<file path="src/rtl/arm_shift_pkg.sv">
// Shared definitions for the Operand2 shift controller.
//   - Shift-type encodings as they appear in Operand2[6:5] and on BS_Shift_Type.
//   - Controller state encoding.
package arm_shift_pkg;

  localparam logic [1:0] SH_LSL = 2'b00;
  localparam logic [1:0] SH_LSR = 2'b01;
  localparam logic [1:0] SH_ASR = 2'b10;
  localparam logic [1:0] SH_ROR = 2'b11;

  typedef enum logic [1:0] {
    StIdle    = 2'b00,
    StFetchRs = 2'b01,
    StShift   = 2'b10,
    StDone    = 2'b11
  } ctrl_state_e;

endpackage

</file>
<file path="src/rtl/shift_special_case.sv">
// Architectural shift cases that a 5-bit barrel shifter cannot express.
// Ports:
//   shift_type_i  shift type (LSL/LSR/ASR/ROR)
//   amt_i         8-bit shift amount (instruction amount zero-extended, or Rs[7:0])
//   imm_amt_i     1 = amount came from the instruction, 0 = amount came from Rs
//   rm_i, c_i     operand value and incoming carry
//   bypass_o      1 = result_o/carry_o are final and the shifter is not used
//   result_o      special-case result
//   carry_o       special-case carry-out
module shift_special_case
  import arm_shift_pkg::*;
#(
  parameter int unsigned DATA_W = 32
) (
  input  logic [1:0]        shift_type_i,
  input  logic [7:0]        amt_i,
  input  logic              imm_amt_i,
  input  logic [DATA_W-1:0] rm_i,
  input  logic              c_i,
  output logic              bypass_o,
  output logic [DATA_W-1:0] result_o,
  output logic              carry_o
);

  localparam logic [7:0] WidthAmt = 8'(DATA_W);

  logic [DATA_W-1:0] sign_fill;
  logic              amt_zero;
  logic              amt_eq_w;
  logic              amt_gt_w;

  assign sign_fill = {DATA_W{rm_i[DATA_W-1]}};
  assign amt_zero  = (amt_i == 8'd0);
  assign amt_eq_w  = (amt_i == WidthAmt);
  assign amt_gt_w  = (amt_i > WidthAmt);

  always_comb begin
    bypass_o = 1'b0;
    result_o = '0;
    carry_o  = 1'b0;
    if (imm_amt_i) begin
      // An encoded amount of zero means #32 for LSR/ASR and RRX for ROR.
      if (amt_zero) begin
        bypass_o = 1'b1;
        unique case (shift_type_i)
          SH_LSL: begin result_o = rm_i;                     carry_o = c_i;            end
          SH_LSR: begin result_o = '0;                       carry_o = rm_i[DATA_W-1]; end
          SH_ASR: begin result_o = sign_fill;                carry_o = rm_i[DATA_W-1]; end
          SH_ROR: begin result_o = {c_i, rm_i[DATA_W-1:1]};  carry_o = rm_i[0];        end
          default: ;
        endcase
      end
    end else if (amt_zero) begin
      bypass_o = 1'b1;
      result_o = rm_i;
      carry_o  = c_i;
    end else begin
      unique case (shift_type_i)
        SH_LSL: begin
          if (amt_eq_w) begin
            bypass_o = 1'b1;
            carry_o  = rm_i[0];
          end else if (amt_gt_w) begin
            bypass_o = 1'b1;
          end
        end
        SH_LSR: begin
          if (amt_eq_w) begin
            bypass_o = 1'b1;
            carry_o  = rm_i[DATA_W-1];
          end else if (amt_gt_w) begin
            bypass_o = 1'b1;
          end
        end
        SH_ASR: begin
          if (amt_eq_w || amt_gt_w) begin
            bypass_o = 1'b1;
            result_o = sign_fill;
            carry_o  = rm_i[DATA_W-1];
          end
        end
        SH_ROR: begin
          // Nonzero multiple of 32: value unchanged, carry is the top bit.
          if (amt_i[4:0] == 5'd0) begin
            bypass_o = 1'b1;
            result_o = rm_i;
            carry_o  = rm_i[DATA_W-1];
          end
        end
        default: ;
      endcase
    end
  end

endmodule

</file>
<file path="src/rtl/shift_operand_ctrl.sv">
// Operand2 decode and barrel-shifter sequencing for ARM data-processing ops.
// Ports:
//   Clk, Reset                  clock, synchronous active-high reset
//   Req_Valid/Req_Ready         request handshake (ready only in idle)
//   I_Bit, Operand2, Rm_Data,   request payload, latched at accept
//   C_Flag
//   Rs_Addr, Rs_Rd_En, Rs_Data  Rs register-file read (data one cycle after strobe)
//   BS_*                        drive/return of the external combinational shifter
//   Res_Valid/Res_Ready         result handshake
//   Op2_Value, Shifter_Carry    registered result
module shift_operand_ctrl
  import arm_shift_pkg::*;
#(
  parameter int unsigned DATA_W = 32
) (
  input  logic              Clk,
  input  logic              Reset,
  input  logic              Req_Valid,
  output logic              Req_Ready,
  input  logic              I_Bit,
  input  logic [11:0]       Operand2,
  input  logic [DATA_W-1:0] Rm_Data,
  input  logic              C_Flag,
  output logic [3:0]        Rs_Addr,
  output logic              Rs_Rd_En,
  input  logic [DATA_W-1:0] Rs_Data,
  output logic              BS_Enable,
  output logic [DATA_W-1:0] BS_Input_Bus,
  output logic [1:0]        BS_Shift_Type,
  output logic [4:0]        BS_Shift_Amt,
  output logic              BS_Cin,
  input  logic [DATA_W-1:0] BS_Output_Bus,
  input  logic              BS_Cout,
  output logic              Res_Valid,
  input  logic              Res_Ready,
  output logic [DATA_W-1:0] Op2_Value,
  output logic              Shifter_Carry
);

  ctrl_state_e       state_q, state_d;
  logic [11:0]       op2_q;
  logic              ibit_q;
  logic [DATA_W-1:0] rm_q;
  logic              c_q;
  logic [3:0]        rs_addr_q;
  logic [DATA_W-1:0] res_q, res_d;
  logic              carry_q, carry_d;

  logic              accept;
  logic              reg_shift;
  logic [1:0]        sh_type;
  logic [7:0]        sh_amt;
  logic [DATA_W-1:0] sh_in;
  logic              sc_bypass;
  logic [DATA_W-1:0] sc_result;
  logic              sc_carry;
  logic              bypass;

  // Only the low byte of Rs carries the shift amount.
  logic unused_rs;
  assign unused_rs = ^Rs_Data[DATA_W-1:8];

  assign accept    = (state_q == StIdle) && Req_Valid;
  assign reg_shift = !ibit_q && op2_q[4];
  assign sh_type   = ibit_q ? SH_ROR : op2_q[6:5];
  assign sh_in     = ibit_q ? {{(DATA_W-8){1'b0}}, op2_q[7:0]} : rm_q;

  always_comb begin
    if (ibit_q) begin
      sh_amt = {3'b000, op2_q[11:8], 1'b0};
    end else if (reg_shift) begin
      sh_amt = Rs_Data[7:0];
    end else begin
      sh_amt = {3'b000, op2_q[11:7]};
    end
  end

  shift_special_case #(
    .DATA_W(DATA_W)
  ) u_special (
    .shift_type_i(sh_type),
    .amt_i       (sh_amt),
    .imm_amt_i   (!reg_shift),
    .rm_i        (rm_q),
    .c_i         (c_q),
    .bypass_o    (sc_bypass),
    .result_o    (sc_result),
    .carry_o     (sc_carry)
  );

  // A rotated immediate with rot=0 is just the zero-extended imm8.
  assign bypass = ibit_q ? (op2_q[11:8] == 4'd0) : sc_bypass;

  always_comb begin
    if (ibit_q) begin
      res_d   = bypass ? sh_in : BS_Output_Bus;
      carry_d = bypass ? c_q   : BS_Output_Bus[DATA_W-1];
    end else begin
      res_d   = bypass ? sc_result : BS_Output_Bus;
      carry_d = bypass ? sc_carry  : BS_Cout;
    end
  end

  always_comb begin
    state_d       = state_q;
    BS_Enable     = 1'b0;
    BS_Input_Bus  = '0;
    BS_Shift_Type = 2'b00;
    BS_Shift_Amt  = 5'd0;
    BS_Cin        = 1'b0;
    unique case (state_q)
      StIdle: begin
        if (Req_Valid) begin
          state_d = (!I_Bit && Operand2[4]) ? StFetchRs : StShift;
        end
      end
      StFetchRs: state_d = StShift;
      StShift: begin
        BS_Enable     = !bypass;
        BS_Input_Bus  = sh_in;
        BS_Shift_Type = sh_type;
        BS_Shift_Amt  = sh_amt[4:0];
        BS_Cin        = c_q;
        state_d       = StDone;
      end
      StDone: begin
        if (Res_Ready) begin
          state_d = StIdle;
        end
      end
      default: state_d = StIdle;
    endcase
  end

  always_ff @(posedge Clk) begin
    if (Reset) begin
      state_q   <= StIdle;
      op2_q     <= '0;
      ibit_q    <= 1'b0;
      rm_q      <= '0;
      c_q       <= 1'b0;
      rs_addr_q <= '0;
      res_q     <= '0;
      carry_q   <= 1'b0;
    end else begin
      state_q <= state_d;
      if (accept) begin
        op2_q  <= Operand2;
        ibit_q <= I_Bit;
        rm_q   <= Rm_Data;
        c_q    <= C_Flag;
        if (!I_Bit && Operand2[4]) begin
          rs_addr_q <= Operand2[11:8];
        end
      end
      if (state_q == StShift) begin
        res_q   <= res_d;
        carry_q <= carry_d;
      end
    end
  end

  assign Req_Ready     = (state_q == StIdle);
  assign Res_Valid     = (state_q == StDone);
  assign Rs_Rd_En      = (state_q == StFetchRs);
  assign Rs_Addr       = rs_addr_q;
  assign Op2_Value     = res_q;
  assign Shifter_Carry = carry_q;

endmodule
</file>
<file path="config.mk">
export PLATFORM = sky130hd
export DESIGN_NAME = shift_operand_ctrl
export DESIGN_NICKNAME = d
export VERILOG_FILES = /design/src/rtl/arm_shift_pkg.sv /design/src/rtl/shift_special_case.sv /design/src/rtl/shift_operand_ctrl.sv
export SDC_FILE = /design/constraint.sdc
export NUM_CORES = 1
export LEC_CHECK = 0
export BUFFER_PORTS_ARGS = -buffer_cell sky130_fd_sc_hd__buf_2
export CAP_MARGIN = 0
export CORE_MARGIN = 2
export CORE_UTILIZATION = 54
export CTS_BUF_LIST = sky130_fd_sc_hd__clkbuf_4 sky130_fd_sc_hd__clkbuf_8 sky130_fd_sc_hd__clkbuf_16
export DETAILED_ROUTE_END_ITERATION = 8
export PLACE_DENSITY = 0.85
export SYNTH_ARGS = -nofsm -noshare
export SYNTH_HDL_FRONTEND = slang
export SYNTH_HIERARCHICAL = 1
export SYNTH_SLANG_ARGS = --single-unit
</file>
<file path="constraint.sdc">
create_clock -name Clk -period 8.5 [get_ports Clk]
set_clock_uncertainty 0.15 [all_clocks]
set_input_delay 2.125 -clock Clk [delete_from_list [all_inputs] [get_ports Clk]]
set_output_delay 2.125 -clock Clk [all_outputs]
set_load 0.01 [all_outputs]
</file>
==> run summary, run 1 <==
status = finished clean
worst hold path class = flip-flop to flip-flop
Inserted Diodes = 0
Nets = 937
clk buf depth = 2
CTS clk-pin slew, worst paths = 0.10 ns
Total GRT Usage = 29.3%
GPL Wtd Cong = 0.848
Final Max Slew Viols = 0
cts repair resizes = 0
Filler cells = 806
Final Instance Area = 0.00612 mm2
synthesized flop and latch total = 85
Post-route DRC = 0
family with the most delay on the worst path = simple AND/OR/NAND/NOR gates
CP bufs+invs = 3
Post-Synthesis Cell Area = 0.00514 mm2
CP Max Fanout = 36
cts bufs inserted = 9
# clock sinks = 85
share of cells above drive strength 1 = 27.3%
Lkg Pwr = 2.51 nW
Crit Path Category = input pin to output pin
Syn Nets = 811
Netlist cell types = 47
Synth top area share = 33.1%
CTS tree = yes
PortBufs = 171
CP max stage delay = 0.57 ns
initial DRC count = 337
hpwl dp = 9.86 mm
relative slew slack = 9.68%
placed cell areas = 0.00591 mm2
Syn Area/Cell = 7.47 um2
largest net degree at the start of global routing = 87
initial antenna violation count = 0
most used flip-flop cell after synthesis = dfxtp_1
Arr. time, crit path = 4.50 ns
routed via count = 5,500
critical path launch point type = input pin
Core Region = 0.00924 mm2
Synth async-reset ratio = 0%
post-route ant nets = 0
Core Rows = 35
total wire length = 15.3 mm
final hold viol count = 0
IR Drop Worst-Case VDD = 0.274 mV
latest clock arrival within the worst-skew pair = 0.36 ns
RSZ-0062 raised after global routing = false
IO Pins = 196
grt ovf = 0
Initial Utilization = 55.7%
Tcrit/Tclk final = 79.7%
FF-to-FF setup slack = 4.14 ns
CP max stage cell = or4_4
most frequent CP cell = buf_2
total of max-cap violations = 0
YS warnings = 6
DR vias/cell = 5.80
global-route wire length before repair = 24.3 mm
Layout area overhead = 18.9%
Die Height = 102 um
dominant cell type by area after synthesis = dfxtp_1
Clock Root Buffer = clkbuf_8
Post-synth EDFFs = 0
Tightest Pin Transition = 1.35 ns
crit path cell chain = buf_2 > mux2_2 > or4_4 > nor2_2 > buf_4 > nor2_1 > a21oi_1 > or3b_1 > o21ai_2 > buf_2
die width = 102 um
Avg WL per Cell = 16.1 um
vias in the first global route = 5,040
cts hold-fix bufs = 0
register area share after synthesis = 33.1%
post-route setup TNS = 0 ns
Worst Setup End Kind = output pin
# setup viols final = 0
post-CTS setup buffers = 0
PD cells = 236 mW/mm2
Worst Path Required = 6.23 ns
final worst path period need = 6.78 ns
drt pass-1 iters = 5
synth top area cells = dfxtp_1, a21oi_1, nand2_1, nor2b_1, and2_1
# H-tree levels = 3
Cells after Synth = 689
overall die area = 0.0103 mm2
fmax = 0.148 GHz
sequential cells by signal (all words and copies together) (netlist names):
name and cells:
Op2_Value 32, state_q 2, Shifter_Carry 1, op2_q 12
rm_q 32, c_q 1, ibit_q 1, Rs_Addr 4
worst min-delay path, cell delays in order (launching register included):
cell	delay [ns]
dfxtp_1	0.34
nand2_1	0.06
a21oi_1	0.05
metal layers:
| metal | track usage [%] | vias up | wire, um |
|---|---|---|---|
| li1 | - | 2651 | - |
| met1 | 38.2 | 2530 | 6280 |
| met2 | 49.5 | 295 | 7440 |
| met3 | 4.28 | 24 | 1290 |
| met4 | 9.77 | 0 | 245 |
| met5 | 0 | - | 0 |
layout by cell type, fill, tap and decap left out, types with 5 or more instances in the layout:
master / instances
a21oi_1: 178
buf_2: 171
nand2_1: 129
dfxtp_1: 85
nor2b_1: 41
and2_1: 36
o22ai_1: 30
mux2i_1: 23
o2bb2ai_1: 23
inv_1: 11
nor2_1: 11
clkbuf_8: 10
o22ai_2: 9
buf_4: 7
ha_1: 5
worst paths after layout:
kind / startpoint / to / cells past startpoint
max reg2reg: ibit_q / Op2_Value[28] / 11
min reg2reg: op2_q[1] / op2_q[1] / 2
max: Rs_Data[3] / BS_Enable / 10
min: op2_q[1] / op2_q[1] / 2
layout make-up:
| type | instances | area [um2] | area share (%) |
|---|---|---|---|
| multi-input cells | 530 | 3100 | 50.6 |
| clock inverters | 6 | 68.8 | 1.12 |
| inverters | 11 | 41.3 | 0.675 |
| repair buffers | 178 | 908 | 14.8 |
| clock buffers | 10 | 138 | 2.25 |
| well taps | 129 | 161 | 2.64 |
| flip-flops and latches | 85 | 1700 | 27.8 |
Yosys cell counts, types with 9 or more instances:
master,number
nand2_1,129
inv_1,11
clkbuf_1,33
nor2_1,12
and2_1,37
buf_2,11
o2bb2ai_1,23
o22ai_1,30
nor2b_1,41
mux2i_1,23
dfxtp_1,85
o22ai_2,9
a21oi_1,178
logic make-up (layout without fill, tap and decap cells):
group / Yosys count / count (layout) / synth area share (%)
buffers and inverters: 74 / 205 / 7.15
flip-flops: 85 / 85 / 33.1
AO/OA/AOI/OAI: 258 / 258 / 29.7
multiplexers: 28 / 28 / 5.64
AND/OR/NAND/NOR: 237 / 237 / 22.7
adder cells (fa/ha/maj): 7 / 7 / 1.70
report_power, final:
group,switching (mW),internal (mW)
Sequential,0.0564,0.462
Clock,0.160,0.146
Combinational,0.404,0.218
Total,0.620,0.826
per-stage QoR:
step                hold WS, ns  util [%]  power (mW)  setup slack [ns]  cells
finish                    0.337      66.2        1.45              1.72    949
global route              0.365      66.2        1.53              1.60    949
CTS                       0.334      66.2        1.44              1.76    949
detailed placement        0.323      64.0        1.14              1.77    933
global placement          0.308      64.0        1.11              1.84    933
floorplan                 0.299         -       0.989              2.15    689
Note: power is estimated with default switching activity, not from simulation.
==> run 2, diff against run 1 <==
--- a/config.mk
+++ b/config.mk
@@ -8,10 +8,10 @@
 export BUFFER_PORTS_ARGS = -buffer_cell sky130_fd_sc_hd__buf_2
 export CAP_MARGIN = 0
 export CORE_MARGIN = 2
-export CORE_UTILIZATION = 54
+export CORE_UTILIZATION = 50
 export CTS_BUF_LIST = sky130_fd_sc_hd__clkbuf_4 sky130_fd_sc_hd__clkbuf_8 sky130_fd_sc_hd__clkbuf_16
 export DETAILED_ROUTE_END_ITERATION = 8
-export PLACE_DENSITY = 0.85
+export PLACE_DENSITY = 0.79
 export SYNTH_ARGS = -nofsm -noshare
 export SYNTH_HDL_FRONTEND = slang
 export SYNTH_HIERARCHICAL = 1
==> constraint.sdc (replaced) <==
create_clock -name Clk -period 6.94 [get_ports Clk]
set_clock_uncertainty 0.15 [all_clocks]
set_input_delay 1.735 -clock Clk [delete_from_list [all_inputs] [get_ports Clk]]
set_output_delay 1.735 -clock Clk [all_outputs]
set_load 0.01 [all_outputs]
==> run 2 against run 1 <==
Net effect: non-clock buffer count is 1 higher; die area grew 7.7%; final cell count grew 0.63%; global-route usage shrank 2.0 points; largest cell class unchanged; sequential share of layout area increased by 0.097 points; first-iteration DRC count rose by 17%.
==> run summary, run 2 (synthesis gave the netlist of run 1 again) <==
# clock sinks = 85 (unchanged)
cts hold-fix bufs = 0 (unchanged)
post-route ant nets = 0 (unchanged)
Tightest Pin Transition = 1.18 ns (-0.178 ns)
routed via count = 5,470 (-0.55%)
final worst path period need = 5.59 ns
Core Region = 0.0101 mm2 (+9.7%)
Post-route DRC = 0 (unchanged)
PD cells = 282 mW/mm2 (+19%)
hpwl dp = 10.1 mm (+2.4%)
Clock Power Share = 18.7% (-2.5 points)
Sequential Power Share = 37.1% (+1.3 points)
latest clock arrival within the worst-skew pair = 0.36 ns (about the same)
drt pass-1 iters = 7 (+2)
critical path launch point type = input pin
die width = 105 um (+3.8%)
fmax = 0.179 GHz
Die Height = 105 um (+3.8%)
final hold viol count = 0 (unchanged)
global-route wire length before repair = 24.7 mm (+1.5%)
cts bufs inserted = 9 (unchanged)
status = finished clean
vias in the first global route = 5,064 (+0.48%)
Core Util, Final = 60.1% (-6.1 points)
CTS clk-pin slew, worst paths = 0.09 ns (about the same)
Worst Path Required = 5.06 ns (-1.17 ns)
crit path cell chain = buf_2 > mux2_2 > or4_4 > nor2_2 > nor2_1 > a21oi_1 > or3b_1 > o21ai_2 > buf_2
Arr. time, crit path = 3.70 ns (-0.80 ns)
sw power = 0.736 mW (+19%)
CTS tree = yes
grt ovf = 0 (unchanged)
most frequent cells in the layout = a21oi_1, buf_2, nand2_1
Core Rows = 37 (+5.7%)
share of cells above drive strength 1 = 27.2% (-0.089 points)
initial DRC count = 393 (+17%)
RSZ-0062 raised after global routing = false
GPL Wtd Cong = 0.866 (+2.1%)
commonest non-fill, non-tap cell in the layout = a21oi_1
overall die area = 0.0111 mm2 (+7.7%)
DR vias/cell = 5.73 (-1.2%)
Avg WL per Cell = 16.1 um (+0.30%)
# H-tree levels = 3 (unchanged)
Sw Ratio = 42.8% (-0.051 points)
Initial Utilization = 50.7% (-4.9 points)
IO Pins = 196 (unchanged)
IR Drop Worst-Case VDD = 0.209 mV (-24%)
Filler cells = 933 (+16%)
most frequent CP cell = buf_2
PortBufs = 171 (unchanged)
relative slew slack = 21.6% (+12 points)
Layout area overhead = 18.5%
total wire length = 15.4 mm (+0.93%)
Total GRT Usage = 27.2% (-2.0 points)
largest net degree at the start of global routing = 88 (+1.1%)
part of the power in combinational logic = 44.2% (+1.2 points)
final setup margin = 1.35 ns (-0.374 ns)
clk buf depth = 2 (unchanged)
Internal = 0.982 mW (+19%)
Crit Path Category = input pin to output pin
cts repair resizes = 0 (unchanged)
CP Max Fanout = 9 (-75%)
Worst Setup End Kind = output pin
post-route setup TNS = 0 ns (unchanged)
CP max stage cell = or4_4
post-CTS setup buffers = 0 (unchanged)
worst hold path class = flip-flop to flip-flop
total of max-cap violations = 0 (unchanged)
CP max stage delay = 0.57 ns (about the same)
Final Max Slew Viols = 0 (unchanged)
Final Power = 1.72 mW (+19%)
family with the most delay on the worst path = simple AND/OR/NAND/NOR gates
Inserted Diodes = 0 (unchanged)
Tcrit/Tclk final = 80.5%
Lkg Pwr = 2.51 nW (-0.25%)
pre-CTS setup slack = 1.38 ns (-0.387 ns)
CP bufs+invs = 2 (-1)
Nets = 938 (+0.11%)
Clock Root Buffer = clkbuf_8
# setup viols final = 0 (unchanged)
initial antenna violation count = 0 (unchanged)
[run 2: worst reg2reg max path, stage by stage, from the launching register on]
cell and delay, ns:
dfxtp_1 0.30, buf_4 0.24, or2_2 0.38, inv_1 0.09, ha_1 0.29, nand2_1 0.72, nor2_2 0.86, buf_4 0.35
a21oi_1 0.06, o22ai_1 0.25, a21oi_1 0.10, o2bb2ai_1 0.17
[run 2: power groups by stage]
stage / Clock [mW] / Sequential [mW] / Combinational [mW]
floorplan: 0 / 0.643 / 0.568
global placement: 0 / 0.640 / 0.725
detailed placement: 0 / 0.645 / 0.748
CTS: 0.329 / 0.634 / 0.750
global route: 0.349 / 0.646 / 0.834
finish: 0.322 / 0.637 / 0.760
[run 2: layout make-up]
| class | count | area [um2] | share of cell area (%) |
|---|---|---|---|
| Clock buffer | 12 | 159 | 2.61 |
| Clock inverter | 2 | 10.0 | 0.164 |
| Sequential cell | 85 | 1700 | 27.9 |
| Multi-Input combinational cell | 530 | 3100 | 50.8 |
| Inverter | 11 | 41.3 | 0.677 |
| Timing Repair Buffer | 179 | 916 | 15.0 |
| Tap cell | 136 | 170 | 2.79 |
[run 2: routing by layer]
metal / up-vias / wire length, um / global-route usage, %
met3: 34 / 1410 / 3.96
li1: 2651 / - / -
met5: - / 0 / 0
met2: 303 / 7130 / 44.7
met4: 0 / 326 / 10.8
met1: 2482 / 6530 / 36.1
[run 2: final timing paths]
| kind | startpoint | end | slack, ns | cells past startpoint |
|---|---|---|---|---|
| worst max register to register | ibit_q | Op2_Value[20] | 2.89 | 11 |
| worst max-delay path | Rs_Data[3] | BS_Enable | 1.35 | 9 |
| worst min-delay path | op2_q[1] | op2_q[1] | 0.34 | 2 |
| worst min register to register | op2_q[1] | op2_q[1] | 0.34 | 2 |
[run 2: per-stage QoR]
| step | hold slack, ns | instance area [um2] | instances |
|---|---|---|---|
| 2_1_floorplan | 0.299 | 5140 | 689 |
| 6_report | 0.335 | 6100 | 955 |
| 4_1_cts | 0.335 | 6100 | 955 |
| 3_3_place_gp | 0.312 | 5930 | 941 |
| 3_5_place_dp | 0.325 | 5930 | 941 |
| 5_1_grt | 0.356 | 6100 | 955 |
